### src/rtl/sdram_word_ctrl.sv
// 32-bit word front end for the 16-bit sdram command port: splits each word request into
// low-then-high half-word commands and uses read-modify-write for byte-partial halves.
module sdram_word_ctrl #(
   parameter logic [31:0] CMD_ADDR_OFFSET = 32'h0
) (
   input  logic        i_clock,
   input  logic        i_reset,
   input  logic        i_req_valid,
   output logic        o_req_ready,
   input  logic        i_req_wen,
   input  logic [31:0] i_req_addr,
   input  logic [31:0] i_req_wdata,
   input  logic [3:0]  i_req_wstrb,
   output logic        o_resp_valid,
   input  logic        i_resp_ready,
   output logic [31:0] o_resp_rdata,
   output logic        o_cmd_valid,
   output logic        o_cmd_wen,
   output logic [31:0] o_cmd_addr,
   output logic [15:0] o_cmd_wdata,
   input  logic [15:0] i_cmd_rdata
);

   typedef enum logic [2:0] {
      StIdle, StRd0, StRd1, StRd2, StWr, StRmwRd, StRmwWr, StResp
   } state_t;

   state_t      r_state, w_next_state;
   logic        r_half, w_next_half;
   logic [31:0] r_base;
   logic [31:0] r_wdata;
   logic [3:0]  r_wstrb;
   logic [31:0] r_rdata;

   logic        w_accept;
   logic        w_half_sel;
   logic [1:0]  w_m;
   logic [15:0] w_wr_half;
   logic [15:0] w_merged;
   logic [31:0] w_half_addr;

   // A half with any strobe set needs a command; only a full pair avoids the read.
   function automatic state_t half_state(input logic [1:0] m);
      return (m == 2'b11) ? StWr : StRmwRd;
   endfunction

   assign w_accept    = i_req_valid && (r_state == StIdle);
   assign w_half_sel  = (r_state == StRd1) ? 1'b1 : (r_state == StRd0) ? 1'b0 : r_half;
   assign w_half_addr = r_base + {30'd0, w_half_sel, 1'b0};
   assign w_m         = r_half ? r_wstrb[3:2] : r_wstrb[1:0];
   assign w_wr_half   = r_half ? r_wdata[31:16] : r_wdata[15:0];
   assign w_merged    = {w_m[1] ? w_wr_half[15:8] : i_cmd_rdata[15:8],
                         w_m[0] ? w_wr_half[7:0]  : i_cmd_rdata[7:0]};
   assign o_resp_rdata = r_rdata;

   always_comb begin
      w_next_state = r_state;
      w_next_half  = r_half;
      o_req_ready  = 1'b0;
      o_resp_valid = 1'b0;
      o_cmd_valid  = 1'b0;
      o_cmd_wen    = 1'b0;
      o_cmd_addr   = 32'd0;
      o_cmd_wdata  = 16'd0;
      unique case (r_state)
         StIdle: begin
            o_req_ready = 1'b1;
            if (i_req_valid) begin
               w_next_half = 1'b0;
               if (!i_req_wen) begin
                  w_next_state = StRd0;
               end else if (i_req_wstrb[1:0] != 2'b00) begin
                  w_next_state = half_state(i_req_wstrb[1:0]);
               end else if (i_req_wstrb[3:2] != 2'b00) begin
                  w_next_state = half_state(i_req_wstrb[3:2]);
                  w_next_half  = 1'b1;
               end else begin
                  w_next_state = StResp;
               end
            end
         end
         StRd0: begin
            o_cmd_valid  = 1'b1;
            o_cmd_addr   = w_half_addr;
            w_next_state = StRd1;
         end
         StRd1: begin
            o_cmd_valid  = 1'b1;
            o_cmd_addr   = w_half_addr;
            w_next_state = StRd2;
         end
         StRd2: w_next_state = StResp;
         StRmwRd: begin
            o_cmd_valid  = 1'b1;
            o_cmd_addr   = w_half_addr;
            w_next_state = StRmwWr;
         end
         StWr, StRmwWr: begin
            o_cmd_valid = 1'b1;
            o_cmd_wen   = 1'b1;
            o_cmd_addr  = w_half_addr;
            o_cmd_wdata = (r_state == StWr) ? w_wr_half : w_merged;
            if (!r_half && (r_wstrb[3:2] != 2'b00)) begin
               w_next_state = half_state(r_wstrb[3:2]);
               w_next_half  = 1'b1;
            end else begin
               w_next_state = StResp;
            end
         end
         StResp: begin
            o_resp_valid = 1'b1;
            if (i_resp_ready) w_next_state = StIdle;
         end
         default: w_next_state = StIdle;
      endcase
   end

   always_ff @(posedge i_clock or posedge i_reset) begin
      if (i_reset) begin
         r_state <= StIdle;
         r_half  <= 1'b0;
         r_base  <= 32'd0;
         r_wdata <= 32'd0;
         r_wstrb <= 4'd0;
         r_rdata <= 32'd0;
      end else begin
         r_state <= w_next_state;
         r_half  <= w_next_half;
         if (w_accept) begin
            r_base  <= (i_req_addr - CMD_ADDR_OFFSET) & ~32'd3;
            r_wdata <= i_req_wdata;
            r_wstrb <= i_req_wstrb;
            r_rdata <= 32'd0;
         end
         // Read data returns one cycle after each read command.
         if (r_state == StRd1) r_rdata[15:0]  <= i_cmd_rdata;
         if (r_state == StRd2) r_rdata[31:16] <= i_cmd_rdata;
      end
   end

endmodule

### config.mk
export PLATFORM = sky130hd
export DESIGN_NAME = sdram_word_ctrl
export DESIGN_NICKNAME = d
export VERILOG_FILES = /design/src/rtl/sdram_word_ctrl.sv
export SDC_FILE = /design/constraint.sdc
export NUM_CORES = 1
export LEC_CHECK = 0
export ABC_AREA = 1
export CELL_PAD_IN_SITES_DETAIL_PLACEMENT = 0
export CELL_PAD_IN_SITES_GLOBAL_PLACEMENT = 1
export CORE_UTILIZATION = 34
export DETAILED_ROUTE_END_ITERATION = 16
export PLACE_DENSITY = 0.93
export SYNTH_ARGS = -nofsm -noshare
export SYNTH_HDL_FRONTEND = slang
export SYNTH_SLANG_ARGS = --single-unit
### constraint.sdc
create_clock -name i_clock -period 10.55 [get_ports i_clock]
set_input_delay 2.11 -clock i_clock [delete_from_list [all_inputs] [get_ports i_clock]]
set_output_delay 2.11 -clock i_clock [all_outputs]
set_load 0.01 [all_outputs]
After elaboration in Yosys (flattened, before gate mapping):

Cells that the tools add are included.

* reduce and logical (&&, ||, !) cells: 14
* add/subtract/negate cells: 1
* mux-type cells: 32
* equality and inequality tests: 13

Operators by type and width (number)
* $mux 16: 5
* $mux 32: 2
* $add 32x2->32: 1
* $pmux 3 s7: 1
* $mux 8: 2
* $mux 1: 14
* $eq 3x3->1 const B: 4
* $reduce_bool 2->1: 6
* $mux 3: 3
* $mux 2: 4
* $eq 2x2->1 const B: 3
* $eq 3x2->1 const B: 2
* $ne 2x2->1 const B: 3
* $reduce_or 5->1: 1
* $eq 3x1->1 const B: 1
* $logic_not 3->1: 1
* $reduce_and 3->1: 1
* $logic_and 1x1->1: 2
* $pmux 1 s2: 1
* $reduce_and 2->1: 1
* $reduce_or 2->1: 1
* $logic_not 1->1: 1

* input port bits: 89
* bits in registers: 102
* output and inout bits: 84
* logic and storage cells: 67

Depth between registers and ports, before layout:

Gate-level depths: netlist of the first run.

* word-level depth: 7
* depth in mapped cells: 8
* mapped depth without buffers: 8

Worst setup path before layout of the first run:

No wires, ideal clock.

* path kind: input to output
* start point: in i_cmd_rdata[0]
* end point: out o_cmd_wdata[0]
* setup slack: 6.130 ns
* cell stages on the path: 2
* path buffers: 0
* required time: 8.440 ns
* arrival time: 2.310 ns
* path through: nor2_1 nor2_1

* word-level cells in the longest chain between the ends: 3

Ends and longest elaborated chain
* from (decl): line 21 `input logic [15:0] i_cmd_rdata`
* $mux 8: line 53 `w_m[0] ? w_wr_half[7:0] : i_cmd_rdata[7:0]};`
* $mux 16: line 102 `o_cmd_wdata = (r_state == StWr) ? w_wr_half : w_merged;`
* $mux 16: line 65 `unique case (r_state)`
* to (decl): line 20 `output logic [15:0] o_cmd_wdata,`

No other way between the ends.

Final worst setup path of the first run:

* start point: in i_cmd_rdata[12]
* end point: out o_cmd_wdata[12]

* word-level cells in the longest chain between the ends: 3

Ends and longest elaborated chain
* $mux 8: line 52 `assign w_merged = {w_m[1] ? w_wr_half[15:8] : i_cmd_rdata[15:8],`
* $mux 16: line 102
* $mux 16: line 65

No other way between the ends.

==> results of run 1 <==
-- cells by family after synthesis --
logic type             Yosys count  synth area share, %
and+or+nand+nor                323                 27.1
other                            1               0.0785
buffers and inverters           98                 9.46
DFF                            102                 53.4
AOI/OAI and AO/OA               86                 9.90
-- cell usage in the layout, fill, tap and decap left out, types with 2 or more instances in the layout --
cell | Yosys | final
a21boi_0 | 11 | 11
nand3_2 | 3 | 3
nand2_1 | 210 | 210
bufinv_16 | 0 | 2
o21ai_1 | 14 | 14
clkbuf_16 | 0 | 9
inv_2 | 8 | 8
clkinvlp_4 | 0 | 2
a21boi_1 | 5 | 5
dfrtp_1 | 102 | 102
nand3_1 | 38 | 38
nor2_2 | 2 | 2
inv_1 | 55 | 54
nor2_1 | 68 | 68
buf_4 | 4 | 2
clkdlybuf4s50_1 | 0 | 169
a21oi_1 | 3 | 3
o21ai_0 | 52 | 52
-- metal layers --
metal  wire, microns  vias up
met5               0        -
met4             194        0
met3             473       12
met2            6170       94
met1            6100     1951
li1                -     2171
-- area by class of cell --
cell class                 count  area [sq um]
fill                        1344          6640
sequential                   102          2550
multi-input combinational    410          1770
clock buffer                   9           225
inverter                      63           239
tap                          176           220
clock inverter                 7          97.6
timing repair buffer         171          1710
-- metrics by stage --
step / worst slack [ns] / util, % / instances / hold WS, ns / total power, mW
2_1_floorplan: 5.76 / - / 610 / 0.436 / 1.22
3_3_place_gp: 5.03 / 48.2 / 922 / 0.449 / 1.70
3_5_place_dp: 5.04 / 48.2 / 922 / 0.453 / 1.72
4_1_cts: 5.04 / 50.6 / 938 / 0.471 / 2.09
5_1_grt: 4.97 / 50.6 / 938 / 0.485 / 2.23
6_report: 5.05 / 50.6 / 938 / 0.467 / 2.07
-- power by group --
part	internal (mW)	switching (mW)	total (mW)
logic	0.492	0.543	1.03
registers	0.573	0.0945	0.667
clock network	0.209	0.155	0.364
-- registers in the layout, indices dropped and copies added, names as in the netlist --
signal	flops
o_resp_rdata	32
r_base	30
r_half	1
r_state	3
r_wdata	32
r_wstrb	4
-- worst register-to-register path, delay by kind of cell, from the launching register on --
family,cells,cell delay (ns)
buffers and inverters,2,0.90
flip-flops,1,0.41
AND/OR/NAND/NOR,3,0.35
AO/OA/AOI/OAI,1,0.14
-- how the worst min path moves through the flow --
stage	endpoint	cells past startpoint
final	r_wdata[1]	2
after global placement	r_wdata[0]	2
after CTS	r_wdata[3]	2
after floorplan	r_wdata[0]	2
after global routing	r_wdata[23]	2
after detailed placement	r_wdata[4]	2
==> results.txt, run 1 <==
outcome: completed
initial antenna violation count: 0
critical path fanouts, max: 2
start point of the critical path: i_cmd_rdata[12]
FF-to-FF End: o_resp_rdata[14]
met2 usage: 30.6%
Rows: 42
Residual DRC: 0
worst slew pin tran: 1.20 ns
Initial Util: 35.5%
global route hottest layer: met2
Synth top area share: 53.4%
post-CTS setup buffers: 0
overall die width: 121 microns
insertion delay of the later-clocked pin in the worst-skew pair: 0.36 ns
GR Util met1: 24.7%
CP max stage delay: 0.56 ns
CTS Buf Count: 9
Synth area leader: dfrtp_1
met3 Track Usage GR: 4.43%
Post-CTS Resized: 0
detailed placement HPWL: 9010 microns
DRT iter0 DRCs: 281
crit path buf inv count: 2
Max Cap Viol: 0
setup TNS after final layout: 0 ns
vias in the first global route: 3996
CTS H-Tree Depth: 3
synth cell count leaders: nand2_1 (210), dfrtp_1 (102), nor2_1 (68)
final worst-path cycle share: 52.1%
most common cell in the netlist: nand2_1
slew margin rel.: 20.2%
reg-to-reg slack, setup: 8.65 ns
Reg2Reg Depth: 6
reg2reg start: r_state[0]
die footprint: 14500 sq um
class of the worst hold path: reg -> reg
hold wc startpoint: r_wdata[1]
Synth Warn #: 0
I/O pin count: 173
drt via density: 4.51
wire per inst: 13.8 microns
Setup crit end: o_cmd_wdata[12]
cell depth of the worst setup path: 4
number of nets still failing antenna checks after routing: 0
top cells by area, synth: dfrtp_1 (53%), nand2_1 (17%), o21ai_0 (5.4%), nor2_1 (5.3%), inv_1 (4.3%)
async set or reset register ratio after synthesis: 100%
final setup vio count: 0
Leak Pwr: 3.25 nW
Total Routed Length: 12900 microns
crit end category: output port
layout cells sized above 1: 4.33%
Worst Path Required: 8.44 ns
crit path kind: in -> out
Buffers on Ports: 169
Max Buffers Root-to-Sink: 2
first-pass GRT wire length: 21000 microns
Core Area: 13500 sq um
GRT Total Usage: 18.8%
crit path cell chain: clkdlybuf4s50_1 > nor2_1 > nor2_1 > clkdlybuf4s50_1
Syn Nets: 699
crit-path leading delay family: buffers and inverters
RePlAce Congestion: 0.750
RSZ-0062 raised after global routing: false
CTS clock-pin slew for the worst setup and hold paths: 0.07 ns
Placed Area: 6490 sq um
Root Driver: clkbuf_16
fin area: 6810 sq um
# diodes: 0
fin nets: 846
slowest stage cell, crit path: clkdlybuf4s50_1
Yosys cell types: 21
via count: 4228
post-synthesis instance area: 4780 sq um
area grow syn2layout: 42.7%
number of synthesized flops with an enable pin: 0
Max VDD drop: 0.000128 V
Slew Limit Fails: 0
GR Overflow Total: 0
CTS sink count: 102
CTS hold repair buffers: 0
Hold Vio Cnt, Final: 0
maximum clock rate: 182 MHz
Die H: 121 microns
CTS tree: done
WP data arrival: 3.39 ns
Gate Count Post-Synth: 610
Worst Setup Start Kind: input port
synthesized area per cell: 7.83 sq um
Final Skew: 0.00912 ns
Power Dens Cells: 303 nW/um^2
flops & latches, synth: 102
fin crit period: 5.50 ns
largest net degree at the start of global routing: 96
drt pass-1 iters: 4
Most used DFF post-synth: dfrtp_1
sequential share of the synthesized area: 53.4%
Power figures use the tool's default switching activity.
==> run 2: changes to the inputs <==
CORE_UTILIZATION = 32   (was 34)
PLACE_DENSITY = 0.89   (was 0.93)
clock period = 5.2 ns   (was 10.55 ns; I/O delays follow)
==> run 2 against run 1 <==
Sequential cell count is the same; global-route usage decreased by 1.5 points; highest routed layer unchanged; die area is 6.1% higher.
==> results.txt, run 2 (synthesis gave the netlist of run 1 again) <==
outcome: completed
maximum clock rate: 248 MHz
first-pass GRT wire length: 20200 microns
number of nets still failing antenna checks after routing: 0
Leak Pwr: 3.24 nW
CTS hold repair buffers: 0
Fill cells: 1488
crit path kind: reg -> out
sequential power share: 33.1%
Initial Util: 32.9%
fin crit period: 4.04 ns
Hold Vio Cnt, Final: 0
FF/Latch Area: 2550 sq um
multi-input logic area: 1770 sq um
wire per inst: 13.6 microns
fin nets: 848
Max VDD drop: 0.000188 V
RSZ-0062 raised after global routing: false
Residual DRC: 0
WP data arrival: 3.00 ns
initial antenna violation count: 0
final setup vio count: 0
setup TNS after final layout: 0 ns
layout cells sized above 1: 4.45%
vias in the first global route: 3899
insertion delay of the later-clocked pin in the worst-skew pair: 0.35 ns
Logic pwr share: 51.0%
Final Skew: 0.00771 ns
area grow syn2layout: 42.4%
drt pass-1 iters: 4
most common cell after layout, fill and taps aside: nand2_1
worst slew pin tran: 0.964 ns
Post-CTS Resized: 0
drt via density: 4.46
CTS Buf Count: 9
Worst Path Required: 4.16 ns
Root Driver: clkbuf_16
CTS H-Tree Depth: 3
Max Buffers Root-to-Sink: 2
largest net degree at the start of global routing: 96
Pint: 2.50 mW
DRT iter0 DRCs: 222
Core Area: 14500 sq um
Max Cap Viol: 0
Buffers on Ports: 169
Power Dens Cells: 602 nW/um^2
Die H: 124 microns
CTS tree: done
crit end category: output port
CTS sink count: 102
Rows: 44
class of the worst hold path: reg -> reg
post-CTS setup buffers: 0
switching share of power: 38.9%
Total Routed Length: 12900 microns
via count: 4229
GR Overflow Total: 0
final worst-path cycle share: 77.7%
Slew Limit Fails: 0
I/O pin count: 173
Clock Power Share: 16.0%
CTS clock-pin slew for the worst setup and hold paths: 0.07 ns
die footprint: 15400 sq um
Total Power: 4.10 mW
most frequent cells in the layout: nand2_1 (210), clkdlybuf4s50_1 (169), dfrtp_1 (102)
detailed placement HPWL: 9220 microns
sw power: 1.59 mW
# diodes: 0
GRT Total Usage: 17.4%
RePlAce Congestion: 0.762
Worst Setup Start Kind: register
slew margin rel.: 35.6%
critical path fanouts, max: 21
overall die width: 124 microns
[run 2: critical path, cell delays in order, from the launching register on]
cell and delay (ns):
dfrtp_1 0.88, inv_2 0.35, nand2_1 0.17, nand3_2 0.30
nand2_1 0.15, nand2_1 0.09, nor2_1 0.16, clkdlybuf4s50_1 0.55
[run 2: final cells by class]
class	instances	area share, %
Multi-Input combinational cell	410	26.1
Clock buffer	11	3.57
Sequential cell	102	37.5
Inverter	63	3.51
Tap cell	184	3.39
Timing Repair Buffer	173	25.3
Clock inverter	5	0.626
[run 2: per-layer routing]
metal / global-route usage, % / wire, microns / vias to the layer above
met1: 23.6 / 6010 / 1926
li1: - / - / 2185
met2: 27.1 / 6060 / 102
met4: 7.59 / 266 / 0
met5: 0 / 0 / -
met3: 2.88 / 550 / 16
[run 2: final timing paths]
path / startpoint / endpoint / slack [ns] / cells past startpoint
worst max register to register: r_state[0] / o_resp_rdata[7] / 3.26 / 7
min in group asynchronous: i_reset / r_base[24] / 1.20 / 3
max in group asynchronous: i_reset / r_base[30] / 3.42 / 3
worst min register to register: r_wdata[15] / r_wdata[15] / 0.47 / 2
worst max-delay path: r_half / o_cmd_wdata[15] / 1.16 / 7
worst min-delay path: r_wdata[15] / r_wdata[15] / 0.47 / 2
[run 2: power by group through the flow]
stage / registers, mW / logic (mW) / clock network [mW]
2_1_floorplan: 1.36 / 1.12 / 0
3_3_place_gp: 1.35 / 2.09 / 0
3_5_place_dp: 1.37 / 2.11 / 0
4_1_cts: 1.36 / 2.12 / 0.673
5_1_grt: 1.40 / 2.33 / 0.702
6_report: 1.35 / 2.09 / 0.654
[run 2: per-stage QoR]
stage	cells	hold slack [ns]	cell area [sq um]	util, %	setup WS [ns]
3_3_place_gp	932	0.449	6520	44.8	1.55
6_report	948	0.470	6800	46.8	1.16
5_1_grt	948	0.488	6800	46.8	0.993
3_5_place_dp	932	0.454	6520	44.8	1.52
4_1_cts	948	0.475	6800	46.8	1.13
2_1_floorplan	610	0.436	4780	-	1.48
==> run 3: changes to the inputs <==
CORE_UTILIZATION = 29   (was 32)
PLACE_DENSITY = 0.85   (was 0.89)
clock period = 3.25 ns   (was 5.2 ns; I/O delays follow)
==> run 3 against run 2 <==
Die area grew 10%; count of clock-buffer cells in the layout did not move; register-to-register slack worse by 1.8 ns; clock skew shrank 0.0030 ns; power increased by 62%; sequential share of layout area fell by 0.66 points; worst setup slack lost 0.86 ns; global-route usage shrank 0.78 points; critical path type unchanged.
==> results.txt, run 3 (synthesis gave the netlist of run 1 again) <==
I/O pin count: 173
Rows: 46
reg-to-reg slack, setup: 1.49 ns
maximum clock rate: 339 MHz
CTS sink count: 102
Residual DRC: 0
fin crit period: 2.95 ns
class of the worst hold path: reg -> reg
cell mode on critical path: nand2_1
Cell Count, Final, Fillers Out: 984
crit path kind: reg -> out
Leak Pwr: 3.28 nW
slowest stage cell, crit path: clkdlybuf4s50_1
largest net degree at the start of global routing: 96
FF-to-FF End: o_resp_rdata[8]
crit end category: output port
insertion delay of the later-clocked pin in the worst-skew pair: 0.34 ns
Root Driver: clkbuf_16
reg2reg start: r_state[2]
Power Dens Cells: 960 nW/um^2
most common cell after layout, fill and taps aside: nand2_1
CTS H-Tree Depth: 3
outcome: completed
hold slack: 0.470 ns
area grow syn2layout: 44.9%
worst slew pin tran: 0.959 ns
Final Skew: 0.00473 ns
GRT Total Usage: 16.6%
crit path buf inv count: 2
Total Routed Length: 13400 microns
Buffers on Ports: 169
most frequent cells in the layout: nand2_1 (210), clkdlybuf4s50_1 (169), dfrtp_1 (102)
Logic pwr share: 51.6%
CP max stage delay: 0.57 ns
dpl cells: 969
layout cells sized above 1: 4.95%
initial antenna violation count: 0
sw power: 2.54 mW
CTS hold repair buffers: 0
WP data arrival: 2.30 ns
fin area: 6920 sq um
Initial Util: 29.8%
Max VDD drop: 0.000336 V
overall die width: 130 microns
Placed Area: 6630 sq um
fin nets: 853
final worst-path cycle share: 90.6%
# diodes: 0
drt via density: 4.28
final setup vio count: 0
switching share of power: 38.2%
via count: 4214
Fill cells: 1666
CTS tree: done
setup TNS after final layout: 0 ns
critical path fanouts, max: 16
Post-CTS Resized: 0
GR Overflow Total: 0
crit path cell chain: buf_4 > nand2_1 > nand3_2 > nand2_1 > nand2_1 > nor2_1 > clkdlybuf4s50_1
Setup crit end: o_cmd_wdata[0]
wire per inst: 13.6 microns
Core Area: 16000 sq um
Max Buffers Root-to-Sink: 2
Pint: 4.11 mW
drt pass-1 iters: 4
first-pass GRT wire length: 21100 microns
Clock Power Share: 16.3%
die footprint: 17000 sq um
RSZ-0062 raised after global routing: false
Worst Path Required: 2.60 ns
Reg2Reg Depth: 6
vias in the first global route: 4036
sequential power share: 32.1%
post-CTS setup buffers: 0
CTS clock-pin slew for the worst setup and hold paths: 0.07 ns
Slew Limit Fails: 0
crit-path leading delay family: buffers and inverters
slew margin rel.: 35.9%
Max Cap Viol: 0
CTS Buf Count: 9
RePlAce Congestion: 0.779
DRT iter0 DRCs: 213
Hold Vio Cnt, Final: 0
Worst Setup Start Kind: register
detailed placement HPWL: 9810 microns
cell depth of the worst setup path: 7
number of nets still failing antenna checks after routing: 0
Die H: 130 microns
start point of the critical path: r_half
fin util: 43.3%
==> run 3: metal layers <==
| layer | vias to the layer above | share of wire, % | global-route usage [%] |
|---|---|---|---|
| li1 | 2183 | - | - |
| met1 | 1914 | 45 | 21.5 |
| met2 | 95 | 48 | 26.8 |
| met3 | 22 | 3.8 | 2.58 |
| met4 | 0 | 3.0 | 8.59 |
| met5 | - | 0 | 0 |
==> run 3: area by class of cell <==
cell class | count | area, sq um | area share (%)
Inverter | 63 | 240 | 3.47
Tap cell | 216 | 270 | 3.90
Sequential cell | 102 | 2550 | 36.9
Timing Repair Buffer | 178 | 1800 | 26.0
Clock buffer | 11 | 243 | 3.51
Clock inverter | 4 | 47.5 | 0.687
Multi-Input combinational cell | 410 | 1770 | 25.6
==> run 3: how the worst min path moves through the flow <==
| stage | start | endpoint | slack [ns] | depth (start not counted) |
|---|---|---|---|---|
| 3_5_place_dp | r_wdata[4] | r_wdata[4] | 0.46 | 2 |
| 2_1_floorplan | r_wdata[0] | r_wdata[0] | 0.44 | 2 |
| 5_1_grt | r_wdata[7] | r_wdata[7] | 0.49 | 2 |
| 3_3_place_gp | r_wdata[14] | r_wdata[14] | 0.45 | 2 |
| 4_1_cts | r_wdata[7] | r_wdata[7] | 0.47 | 2 |
| 6_report | r_wdata[3] | r_wdata[3] | 0.47 | 2 |
==> run 3: worst register-to-register path, delay by kind of cell (launching register included) <==
| family | cells | cell delay [ns] |
|---|---|---|
| flops | 1 | 0.39 |
| compound gates | 1 | 0.12 |
| buf+inv | 2 | 0.21 |
| simple gates | 3 | 0.89 |
==> run 3: through the flow <==
step                setup slack, ns  power [mW]
finish                        0.304        6.65
global route                  0.107        7.19
CTS                           0.299        6.74
detailed placement            0.642        5.63
global placement              0.648        5.59
floorplan                      1.38        3.97
==> run 3: power by group through the flow <==
| stage | Clock (mW) | Combinational, mW | Sequential, mW |
|---|---|---|---|
| 2_1_floorplan | 0 | 1.79 | 2.18 |
| 5_1_grt | 1.16 | 3.83 | 2.21 |
| 6_report | 1.08 | 3.43 | 2.13 |
| 3_5_place_dp | 0 | 3.47 | 2.16 |
| 4_1_cts | 1.12 | 3.48 | 2.14 |
| 3_3_place_gp | 0 | 3.45 | 2.14 |
